--- config.mk ---
export PLATFORM = sky130hd
export DESIGN_NAME = bg_scaled_mapper
export DESIGN_NICKNAME = d
export VERILOG_FILES = /design/src/rtl/bg_scaled_mapper.sv
export SDC_FILE = /design/constraint.sdc
export NUM_CORES = 1
export LEC_CHECK = 0
export ABC_AREA = 1
export BUFFER_PORTS_ARGS = -buffer_cell sky130_fd_sc_hd__buf_2
export CORE_UTILIZATION = 60
export CTS_BUF_LIST = sky130_fd_sc_hd__clkbuf_4
export DETAILED_ROUTE_END_ITERATION = 10
export PLACE_DENSITY = 0.82
export SLEW_MARGIN = 30
export SYNTH_ARGS = -nofsm -noshare
export SYNTH_HDL_FRONTEND = slang
export SYNTH_SLANG_ARGS = --single-unit
--- constraint.sdc ---
create_clock -name vga_clk -period 20.3 [get_ports vga_clk]
set_input_delay 6.09 -clock vga_clk [delete_from_list [all_inputs] [get_ports vga_clk]]
set_output_delay 6.09 -clock vga_clk [all_outputs]
set_load 0.05 [all_outputs]
--- src/rtl/bg_scaled_mapper.sv ---
// Nearest-neighbour scaled background mapper: beam position -> ROM address with
// horizontal wrap scrolling, plus a frame-timed fade-out/fade-in of the pixel colour.
module bg_scaled_mapper #(
   parameter int IMG_W       = 105,
   parameter int IMG_H       = 117,
   parameter int SCREEN_W    = 640,
   parameter int SCREEN_H    = 480,
   parameter int ADDR_W      = 15,
   parameter int IDX_W       = 4,
   parameter int FADE_FRAMES = 4
) (
   input  logic              vga_clk,
   input  logic              reset,
   input  logic [9:0]        DrawX,
   input  logic [9:0]        DrawY,
   input  logic              blank,
   input  logic [9:0]        scroll_x,
   input  logic              fade_start,
   output logic [ADDR_W-1:0] rom_address,
   input  logic [IDX_W-1:0]  rom_q,
   output logic [IDX_W-1:0]  pal_index,
   input  logic [3:0]        pal_red,
   input  logic [3:0]        pal_green,
   input  logic [3:0]        pal_blue,
   output logic [3:0]        red,
   output logic [3:0]        green,
   output logic [3:0]        blue,
   output logic              fade_black,
   output logic              fade_done
);

   // CW holds col + scroll, which stays below 2*IMG_W
   localparam int CW  = $clog2(IMG_W) + 1;
   localparam int XEW = $clog2(SCREEN_W + IMG_W) + 1;
   localparam int YEW = $clog2(SCREEN_H + IMG_H) + 1;
   localparam int FW  = $clog2(FADE_FRAMES + 1);

   typedef enum logic [1:0] {ST_IDLE, ST_FADE_OUT, ST_BLACK, ST_FADE_IN} state_t;

   logic [CW-1:0]     col_r, col_s, scroll_q_r, scroll_s, sum_s, wrap_s;
   logic [XEW-1:0]    xerr_r, xerr_s, xerr_add_s;
   logic [YEW-1:0]    yerr_r, yerr_s, yerr_add_s;
   logic [ADDR_W-1:0] row_base_r, row_base_s, addr_s;
   logic [9:0]        last_y_r;
   logic              frame_start_s, blank_d1_r, blank_d2_r, done_s;
   state_t            state_r, state_s;
   logic [3:0]        level_r, level_s;
   logic [FW-1:0]     fcnt_r, fcnt_s;

   function automatic logic [3:0] scale_c(input logic [3:0] c, input logic [3:0] lvl);
      logic [7:0] prod;
      prod = {4'b0000, c} * ({4'b0000, lvl} + 8'd1);
      return 4'(prod >> 4);
   endfunction

   assign pal_index = rom_q;

   // Column/row error accumulators, scroll selection and address formation
   always_comb begin
      frame_start_s = (DrawX == 10'd0) && (DrawY == 10'd0);
      scroll_s      = scroll_q_r;
      if (frame_start_s) begin
         if (scroll_x < 10'(IMG_W)) scroll_s = CW'(scroll_x);
         else                       scroll_s = {CW{1'b0}};
      end else begin
         scroll_s = scroll_q_r;
      end

      xerr_add_s = xerr_r + XEW'(IMG_W);
      col_s      = col_r;
      xerr_s     = xerr_add_s;
      if (DrawX == 10'd0) begin
         col_s  = {CW{1'b0}};
         xerr_s = {XEW{1'b0}};
      end else if (xerr_add_s >= XEW'(SCREEN_W)) begin
         col_s  = col_r + CW'(1'b1);
         xerr_s = xerr_add_s - XEW'(SCREEN_W);
      end else begin
         col_s  = col_r;
         xerr_s = xerr_add_s;
      end

      yerr_add_s = yerr_r + YEW'(IMG_H);
      row_base_s = row_base_r;
      yerr_s     = yerr_r;
      if (DrawY == 10'd0) begin
         row_base_s = {ADDR_W{1'b0}};
         yerr_s     = {YEW{1'b0}};
      end else if ((DrawX == 10'd0) && (DrawY != last_y_r)) begin
         if (yerr_add_s >= YEW'(SCREEN_H)) begin
            row_base_s = row_base_r + ADDR_W'(IMG_W);
            yerr_s     = yerr_add_s - YEW'(SCREEN_H);
         end else begin
            row_base_s = row_base_r;
            yerr_s     = yerr_add_s;
         end
      end else begin
         row_base_s = row_base_r;
         yerr_s     = yerr_r;
      end

      sum_s = col_s + scroll_s;
      if (sum_s >= CW'(IMG_W)) wrap_s = sum_s - CW'(IMG_W);
      else                     wrap_s = sum_s;
      addr_s = row_base_s + ADDR_W'(wrap_s);
   end

   // Address pipeline state and blank alignment
   always_ff @(posedge vga_clk) begin
      if (reset) begin
         col_r       <= {CW{1'b0}};
         xerr_r      <= {XEW{1'b0}};
         row_base_r  <= {ADDR_W{1'b0}};
         yerr_r      <= {YEW{1'b0}};
         last_y_r    <= 10'd0;
         scroll_q_r  <= {CW{1'b0}};
         rom_address <= {ADDR_W{1'b0}};
         blank_d1_r  <= 1'b0;
         blank_d2_r  <= 1'b0;
      end else begin
         col_r       <= col_s;
         xerr_r      <= xerr_s;
         row_base_r  <= row_base_s;
         yerr_r      <= yerr_s;
         last_y_r    <= (DrawX == 10'd0) ? DrawY : last_y_r;
         scroll_q_r  <= scroll_s;
         rom_address <= addr_s;
         blank_d1_r  <= blank;
         blank_d2_r  <= blank_d1_r;
      end
   end

   // Fade FSM: next state, level and frame counter
   always_comb begin
      state_s = state_r;
      level_s = level_r;
      fcnt_s  = fcnt_r;
      done_s  = 1'b0;
      case (state_r)
         ST_IDLE: begin
            if (fade_start) begin
               state_s = ST_FADE_OUT;
               fcnt_s  = {FW{1'b0}};
            end else begin
               state_s = ST_IDLE;
            end
         end
         ST_FADE_OUT: begin
            if (frame_start_s) begin
               if (fcnt_r == FW'(FADE_FRAMES - 1)) begin
                  fcnt_s  = {FW{1'b0}};
                  level_s = level_r - 4'd1;
                  if (level_r == 4'd1) state_s = ST_BLACK;
                  else                 state_s = ST_FADE_OUT;
               end else begin
                  fcnt_s = fcnt_r + FW'(1'b1);
               end
            end else begin
               fcnt_s = fcnt_r;
            end
         end
         ST_BLACK: begin
            if (fade_start) begin
               state_s = ST_FADE_IN;
               fcnt_s  = {FW{1'b0}};
            end else begin
               state_s = ST_BLACK;
            end
         end
         ST_FADE_IN: begin
            if (frame_start_s) begin
               if (fcnt_r == FW'(FADE_FRAMES - 1)) begin
                  fcnt_s  = {FW{1'b0}};
                  level_s = level_r + 4'd1;
                  if (level_r == 4'd14) begin
                     state_s = ST_IDLE;
                     done_s  = 1'b1;
                  end else begin
                     state_s = ST_FADE_IN;
                  end
               end else begin
                  fcnt_s = fcnt_r + FW'(1'b1);
               end
            end else begin
               fcnt_s = fcnt_r;
            end
         end
         default: begin
            state_s = ST_IDLE;
            level_s = 4'hF;
            fcnt_s  = {FW{1'b0}};
         end
      endcase
   end

   // Fade state registers, status outputs and scaled colour output
   always_ff @(posedge vga_clk) begin
      if (reset) begin
         state_r    <= ST_IDLE;
         level_r    <= 4'hF;
         fcnt_r     <= {FW{1'b0}};
         fade_black <= 1'b0;
         fade_done  <= 1'b0;
         red        <= 4'd0;
         green      <= 4'd0;
         blue       <= 4'd0;
      end else begin
         state_r    <= state_s;
         level_r    <= level_s;
         fcnt_r     <= fcnt_s;
         fade_black <= (state_s == ST_BLACK);
         fade_done  <= done_s;
         red        <= blank_d2_r ? scale_c(pal_red,   level_r) : 4'd0;
         green      <= blank_d2_r ? scale_c(pal_green, level_r) : 4'd0;
         blue       <= blank_d2_r ? scale_c(pal_blue,  level_r) : 4'd0;
      end
   end

endmodule

* Word level (Yosys, flattened, before mapping)
Index checks and enable logic that the tools add are counted.
** Word-level totals
- Output and inout bits :: 33
- Bits of input ports :: 50
- Flip-flop bits (word level) :: 103
- Word-level logic and storage cells :: 98
** Operators by class
- Eq/ne operators :: 14
- Bitwise operators :: 4
- Multipliers :: 3
- Magnitude comparators :: 4
- Reductions and logical operators :: 14
- $add $sub $neg :: 13
- Mux-type cells :: 29
** Operator list (count)
- 15-bit two-way mux :: 3
- 8-bit two-way mux :: 5
- 11-bit by 7-bit adder with 11-bit output (second input constant) :: 2
- 11-bit two-way mux :: 2
- 10-bit zero test :: 2
- 4-bit by 8-bit multiplier with 8-bit output :: 2
- 4-bit two-way mux :: 4
- 15-bit by 7-bit adder with 15-bit output (second input constant) :: 1
- 15-bit by 8-bit adder with 15-bit output :: 1
- 2-bit two-way mux :: 6
- 11-bit by 10-bit greater-or-equal comparator with 1-bit output (second input constant) :: 1
- 11-bit by 9-bit greater-or-equal comparator with 1-bit output (second input constant) :: 1
- 11-bit by 10-bit subtractor with 11-bit output (second input constant) :: 1
- 11-bit by 9-bit subtractor with 11-bit output (second input constant) :: 1
- 10-bit by 7-bit < comparator with 1-bit output (second input constant) :: 1
- 10-bit inequality test :: 1
- 2-bit OR reduction :: 5
- 3-bit two-way mux :: 3
- 8-bit by 1-bit adder with 8-bit output (second input constant) :: 1
- 8-bit adder :: 1
- 8-bit by 7-bit greater-or-equal comparator with 1-bit output (second input constant) :: 1
- 4-bit by 5-bit multiplier with 8-bit output :: 1
- 2-bit inequality test (second input constant) :: 4
- 2-bit one-hot mux with 4 select lines :: 1
- other kinds (21) :: 30

* Depth between registers and ports, before layout
Gate-level depths: netlist (run 1).
- Depth in word-level cells :: 8
- Depth in mapped cells :: 46
- Mapped depth without buffers :: 45

* Worst setup path before layout (run 1)
OpenSTA, ideal clock, no wires.
- Path type :: input -> output
- From :: in rom_q[0]
- To :: out pal_index[0]
- Path slack :: 7.950 ns
- Buffers on the path :: 1
- Data arrival time :: 6.260 ns
- Stages on the path :: 1
- Required time :: 14.210 ns
- Cell sequence :: buf_4
** RTL lines
- start: declaration :: RTL line 20 : input logic [IDX_W-1:0] rom_q,
- end: declaration :: RTL line 21 : output logic [IDX_W-1:0] pal_index,
No word-level cell between the ends.

* Worst setup path after layout (run 1)
- From :: in rom_q[0]
- To :: out pal_index[0]
No word-level cell between the ends.

==> results of run 1 <==
-- how the worst max path moves through the flow --
stage	startpoint	end	slack (ns)	cells past startpoint
finish	rom_q[0]	pal_index[0]	8.12	0
global placement	rom_q[2]	pal_index[2]	8.12	0
floorplan	rom_q[0]	pal_index[0]	7.95	1
detailed placement	DrawX[3]	rom_address[12]$_SDFF_PP0_	7.95	38
global route	DrawX[3]	rom_address[12]$_SDFF_PP0_	7.63	38
CTS	rom_q[2]	pal_index[2]	8.12	0
-- metrics by stage --
step | utilization [%] | setup slack [ns] | hold WS (ns)
after floorplan | - | 7.95 | 0.388
after global placement | 66.1 | 8.12 | 0.392
after detailed placement | 66.1 | 7.95 | 0.396
after CTS | 67.3 | 8.12 | 0.417
after global routing | 67.3 | 7.63 | 0.452
final | 67.3 | 8.12 | 0.415
-- cell type report --
| cell class | instances | area (µm²) | area share (%) |
|---|---|---|---|
| Tap cell | 143 | 179 | 2.31 |
| Multi-Input combinational cell | 739 | 4370 | 56.4 |
| Sequential cell | 103 | 2060 | 26.6 |
| Clock buffer | 9 | 67.6 | 0.872 |
| Clock inverter | 7 | 66.3 | 0.856 |
| Inverter | 164 | 616 | 7.95 |
| Timing Repair Buffer | 76 | 385 | 4.97 |
-- layout by cell type, fill, tap and decap left out, types with 9 or more instances in the layout --
cell,count
fa_1,17
inv_1,156
xnor2_1,19
nand2_1,206
buf_2,74
nand3_2,10
nand3_1,39
o21ai_0,42
clkbuf_4,9
nor2_1,150
xor2_1,27
ha_1,57
dfxtp_1,103
nand4_1,19
nor3_1,27
a21oi_1,50
-- state kept, by name (all words and copies together), names as in the netlist --
name / flops
fade_done: 1
level_r: 4
xerr_r: 11
blank_d2_r: 1
red: 4
blue: 4
row_base_r: 15
state_r: 2
scroll_q_r: 8
fade_black: 1
last_y_r: 10
yerr_r: 11
blank_d1_r: 1
rom_address: 15
green: 4
fcnt_r: 3
col_r: 8
-- cell usage after synthesis, types with 5 or more instances --
cell type    n
nand2_1    206
nor4_1       7
nand2_2      8
inv_2        6
nand4_1     19
buf_4        5
nand3_1     39
o21ai_1      5
or2_2        5
fa_1        17
nand3_2     10
nor3_1      27
xor2_1      27
a21oi_1     50
inv_1      156
ha_1        57
nor2_1     150
dfxtp_1    103
xnor2_1     19
o21ai_0     42
clkbuf_1    17
-- power by group through the flow --
stage / sequential (W) / combinational (W) / clock (W)
after floorplan: 0.000245 / 0.000135 / 0
after global placement: 0.000226 / 0.000184 / 0
after detailed placement: 0.000227 / 0.000186 / 0
after CTS: 0.000222 / 0.000188 / 0.000108
after global routing: 0.000224 / 0.000214 / 0.000117
final: 0.000222 / 0.000189 / 0.000105
-- cell families (layout without fill, tap and decap cells) --
kind of cell / after synthesis / count (layout) / share of synthesized area, %
XOR/XNOR: 46 / 46 / 5.61
AO/OA/AOI/OAI: 127 / 127 / 10.2
AND/OR/NAND/NOR: 492 / 492 / 30.3
flip-flops: 103 / 103 / 28.7
adder cells (fa/ha/maj): 74 / 74 / 14.7
buffers and inverters: 191 / 256 / 10.5
-- metal layers --
| metal | GRT usage [%] | wire length (µm) | up-vias |
|---|---|---|---|
| met1 | 30.3 | 6710 | 2868 |
| met5 | 0 | 0 | - |
| met2 | 43.5 | 6820 | 123 |
| met4 | 8.02 | 257 | 0 |
| met3 | 4.84 | 626 | 23 |
| li1 | - | - | 3412 |
==> results.md, run 1 <==
- DRT antenna net count: 0
- Outcome: finished with violations
- Cell Area, Synth: 7180 µm²
- Core Area: 11500 µm²
- Final-report setup violation count: 0
- Die Width: 111 µm
- Setup repair bufs after CTS: 0
- IO Port Bufs: 74
- Via density: 5.18
- Ant diodes: 0
- Nets: 1217
- Drt first pass iters: 8
- Sw power: 0.000208 W
- Cell row count: 39
- Worst-case reg-to-reg path depth: 44
- Hold_sp: blank_d1_r$_SDFF_PP0_
- Part of the Yosys area used for sequential elements: 28.7%
- Die ar.: 12400 µm²
- CTS tree: done
- Fin cells: 1241
- Max-cap viol count: 0
- Post-Syn Instances: 1033
- Placed Cells: 1225
- Initial antenna violation count: 0
- Avg Inst Size Synth: 6.95 µm²
- Failing checks: design-rule violations
- I/O pins: 83
- Vias: 6426
- WL/cell: 11.6 µm
- Clock Sink Count: 103
- Worst skew pair latency: 0.50 ns
- Int Pwr: 0.000308 W
- Tcrit/Tclk final: 60.0%
- Pwr/cell area: 66.7 nW/µm²
- Largest area contributor in the netlist: dfxtp_1
- First-pass GRT wire length: 25.5 mm
- Layout area overhead: 7.89%
- Hold Crit Depth: 2
- Clock power frac: 20.3%
- RR Endpoint: rom_address[12]$_SDFF_PP0_
- Clock transition at path regs: 0.17 ns
- Lkg Pwr: 3.89 nW
- Layout cells sized above 1: 12.3%
- Ys async rst share: 0%
- RD Place Congestion: 0.863
- Switch share: 40.3%
- TNS Setup: 0 ns
- Crit path time final: 12.18 ns
- Worst R2R Start: xerr_r[0]$_SDFF_PP0_
- Layout Skew: 0.0196 ns
- DP HPWL: 11.0 mm
- Num CTS Buffers: 9
- Final Hold Fails: 0
- Power consumption: 0.000516 W
- Yosys Warn Count: 0
- H-Tree Depth: 3
- RSZ-0062 raised after global routing: false
- Logic gate share of total power: 36.7%
- Reg power frac: 43.1%
- Tot GR Track Use: 24.7%
- Max clock buf depth: 2
- Vias in the first global route: 5989
- Post-synth top flop: dfxtp_1
- Final Max Tran Viols: 0
- Worst Max-Slew Pin Slew: 0.776 ns
- Worst EP required: 14.21 ns
- Worst Path Arrival: 6.09 ns
- Drt drc: 14
- Post-synth EDFFs: 0
- DR iter-0 viols: 416
- Area post-placement: 7610 µm²
- Grt total ovfl: 0
- Hold path endpoint: blank_d2_r$_SDFF_PP0_
- CP Capture Type: output port
- Relative slew slack: 48.2%
- # hold bufs at CTS: 0
- Cell variety after synth: 52
- Worst Hold Class: reg -> reg
- Final Instance Area: 7750 µm²
- Die H: 111 µm
- Peak supply drop: 0.0777 mV
- Routed WL: 14.4 mm
- PostCTS Resize Cnt: 0
- # fillers: 1024
- Peak Freq: 82.1 MHz
- Startpoint types: input pin
- R2R Setup Slk: 13.73 ns
- Flops & latches, synth: 103
- Root Driver: clkbuf_4
- Post-synth top area share: 28.7%
- Syn Nets: 1157
- CP Class: in -> out
- Critical path fanouts, max: 1
- Largest net degree at the start of global routing: 42
- Starting density of the core: 62.3%
- Top post-synthesis cells by area: dfxtp_1 29%, nand2_1 11%, ha_1 9.9%, inv_1 8.2%, nor2_1 7.8%
Power figures use the tool's default switching activity.
==> inputs of run 2 (changes only) <==
Clock period 20.3 ns to 11.8 ns, I/O delays scaled along.
==> results.md, run 2 (synthesis gave the netlist of run 1 again) <==
- # fillers: 1014
- IO Port Bufs: 74
- Vias: 6418
- Relative slew slack: 48.4%
- Peak Freq: 108 MHz
- TNS Setup: 0 ns
- Nets: 1217
- Core Area: 11500 µm²
- Worst Path Arrival: 9.67 ns
- Peak supply drop: 0.156 mV
- Tcrit/Tclk final: 78.2%
- Starting density of the core: 62.3%
- R2R Setup Slk: 5.32 ns
- Vias in the first global route: 5993
- H-Tree Depth: 3
- Initial antenna violation count: 1
- CTS tree: done
- Hold path endpoint: blank_d2_r$_SDFF_PP0_
- Root Driver: clkbuf_4
- CP top delay family: simple AND/OR/NAND/NOR gates
- Grt total ovfl: 0
- CP Capture Type: flop
- Largest regs: rom_address x15, row_base_r x15
- Layout Skew: 0.0207 ns
- CP Class: in -> reg
- Outcome: finished with violations
- Final WS setup: 2.57 ns
- PostCTS Resize Cnt: 0
- Max clock buf depth: 2
- Largest net degree at the start of global routing: 42
- Die H: 111 µm
- Worst-case reg-to-reg path depth: 44
- WL/cell: 11.7 µm
- Layout cells sized above 1: 12.4%
- Most frequent CP cell: nand2_1
- Crit path time final: 9.23 ns
- Cell row count: 39
- Setup WS pre-CTS: 2.12 ns
- Pwr/cell area: 113 nW/µm²
- Worst Max-Slew Pin Slew: 0.773 ns
- I/O pins: 83
- Worst skew pair latency: 0.49 ns
- DRT antenna net count: 0
- # hold bufs at CTS: 0
- Critical-path top delay cell: fa_1
- Failing checks: design-rule violations
- RSZ-0062 raised after global routing: false
- Final Max Tran Viols: 0
- Critical path fanouts, max: 26
- RD Place Congestion: 0.863
- Die Width: 111 µm
- Startpoint types: input pin
- Worst EP required: 12.24 ns
- Layout area overhead: 7.82%
- Tot GR Track Use: 24.8%
- Hold_sp: blank_d1_r$_SDFF_PP0_
- Drt drc: 13
- Setup repair bufs after CTS: 0
- Placed Cells: 1225
- Worst path buffer plus inverter count: 6
- First-pass GRT wire length: 25.6 mm
- Max-cap viol count: 0
- Commonest non-fill, non-tap cells in the layout: 206 x nand2_1, 156 x inv_1, 150 x nor2_1
- Sequential cell area: 2060 µm²
- Via density: 5.17
- Die ar.: 12400 µm²
- DR iter-0 viols: 392
- Num CTS Buffers: 9
- Clock Sink Count: 103
- Final-report setup violation count: 0
- Worst R2R Start: xerr_r[0]$_SDFF_PP0_
- Lkg Pwr: 3.89 nW
- Drt first pass iters: 7
- Commonest non-fill, non-tap cell in the layout: nand2_1
- Worst path max stage delay: 0.40 ns
- Final Hold Fails: 0
- Hold Crit Depth: 2
- Routed WL: 14.6 mm
- Fin cells: 1242
- Area of the multi-input gates: 4370 µm²
- DP HPWL: 11.1 mm
- Clock transition at path regs: 0.17 ns
- Worst Hold Class: reg -> reg
- RR Endpoint: rom_address[12]$_SDFF_PP0_
-- run 2: cell types whose count changed in the layout (fill, tap and decap cells not counted), sizes merged --
cell	previous run	this run
clkbuf	9	11
diode	0	1
inv	165	163
-- run 2: how the worst max path moves through the flow --
stage	to	slack [ns]	depth (start not counted)	from
final	rom_address[12]$_SDFF_PP0_	2.57	38	DrawX[3]
after global routing	rom_address[12]$_SDFF_PP0_	1.66	38	DrawX[3]
after CTS	rom_address[12]$_SDFF_PP0_	2.64	38	DrawX[3]
after detailed placement	rom_address[12]$_SDFF_PP0_	2.12	38	DrawX[3]
after global placement	rom_address[12]$_SDFF_PP0_	2.25	38	DrawX[3]
after floorplan	rom_address[12]$_SDFF_PP0_	3.23	38	DrawY[8]
-- run 2: final cells by class --
class / count / area share, %
diodes: 1 / 0.0323
inverters: 164 / 7.95
flip-flops and latches: 103 / 26.6
repair buffers: 76 / 4.98
multi-input cells: 739 / 56.5
clock inverters: 5 / 0.566
clock buffers: 11 / 1.07
well taps: 143 / 2.31
-- run 2: per-layer routing --
metal | up-vias | wire [µm] | GRT usage, %
li1 | 3412 | - | -
met1 | 2898 | 6980 | 31.3
met2 | 93 | 6850 | 43.5
met3 | 15 | 518 | 4.25
met4 | 0 | 206 | 7.03
met5 | - | 0 | 0
-- run 2: report_power, final --
part           switching, W  leakage, nW  total (W)  internal, W
clock network      0.000127       0.0652   0.000177    0.0000503
registers         0.0000105        0.834   0.000382     0.000372
logic              0.000210         2.99   0.000318     0.000108
total              0.000347         3.89   0.000878     0.000531
-- run 2: through the flow --
step                hold WS [ns]  utilization, %  total power [W]  cell area [µm²]
global route               0.453            67.2         0.000944             7740
global placement           0.392            66.1         0.000705             7610
CTS                        0.418            67.2         0.000886             7740
detailed placement         0.396            66.1         0.000709             7610
finish                     0.418            67.2         0.000878             7740
floorplan                  0.388               -         0.000655             7180
-- run 2: worst register-to-register path, delay by kind of cell (launching register included) --
| family | cells | cell delay [ns] |
|---|---|---|
| fa+ha+maj | 6 | 1.55 |
| buf+inv | 5 | 0.28 |
| compound gates | 5 | 0.89 |
| flops | 1 | 0.43 |
| simple gates | 24 | 2.45 |
| xor+xnor | 4 | 0.83 |
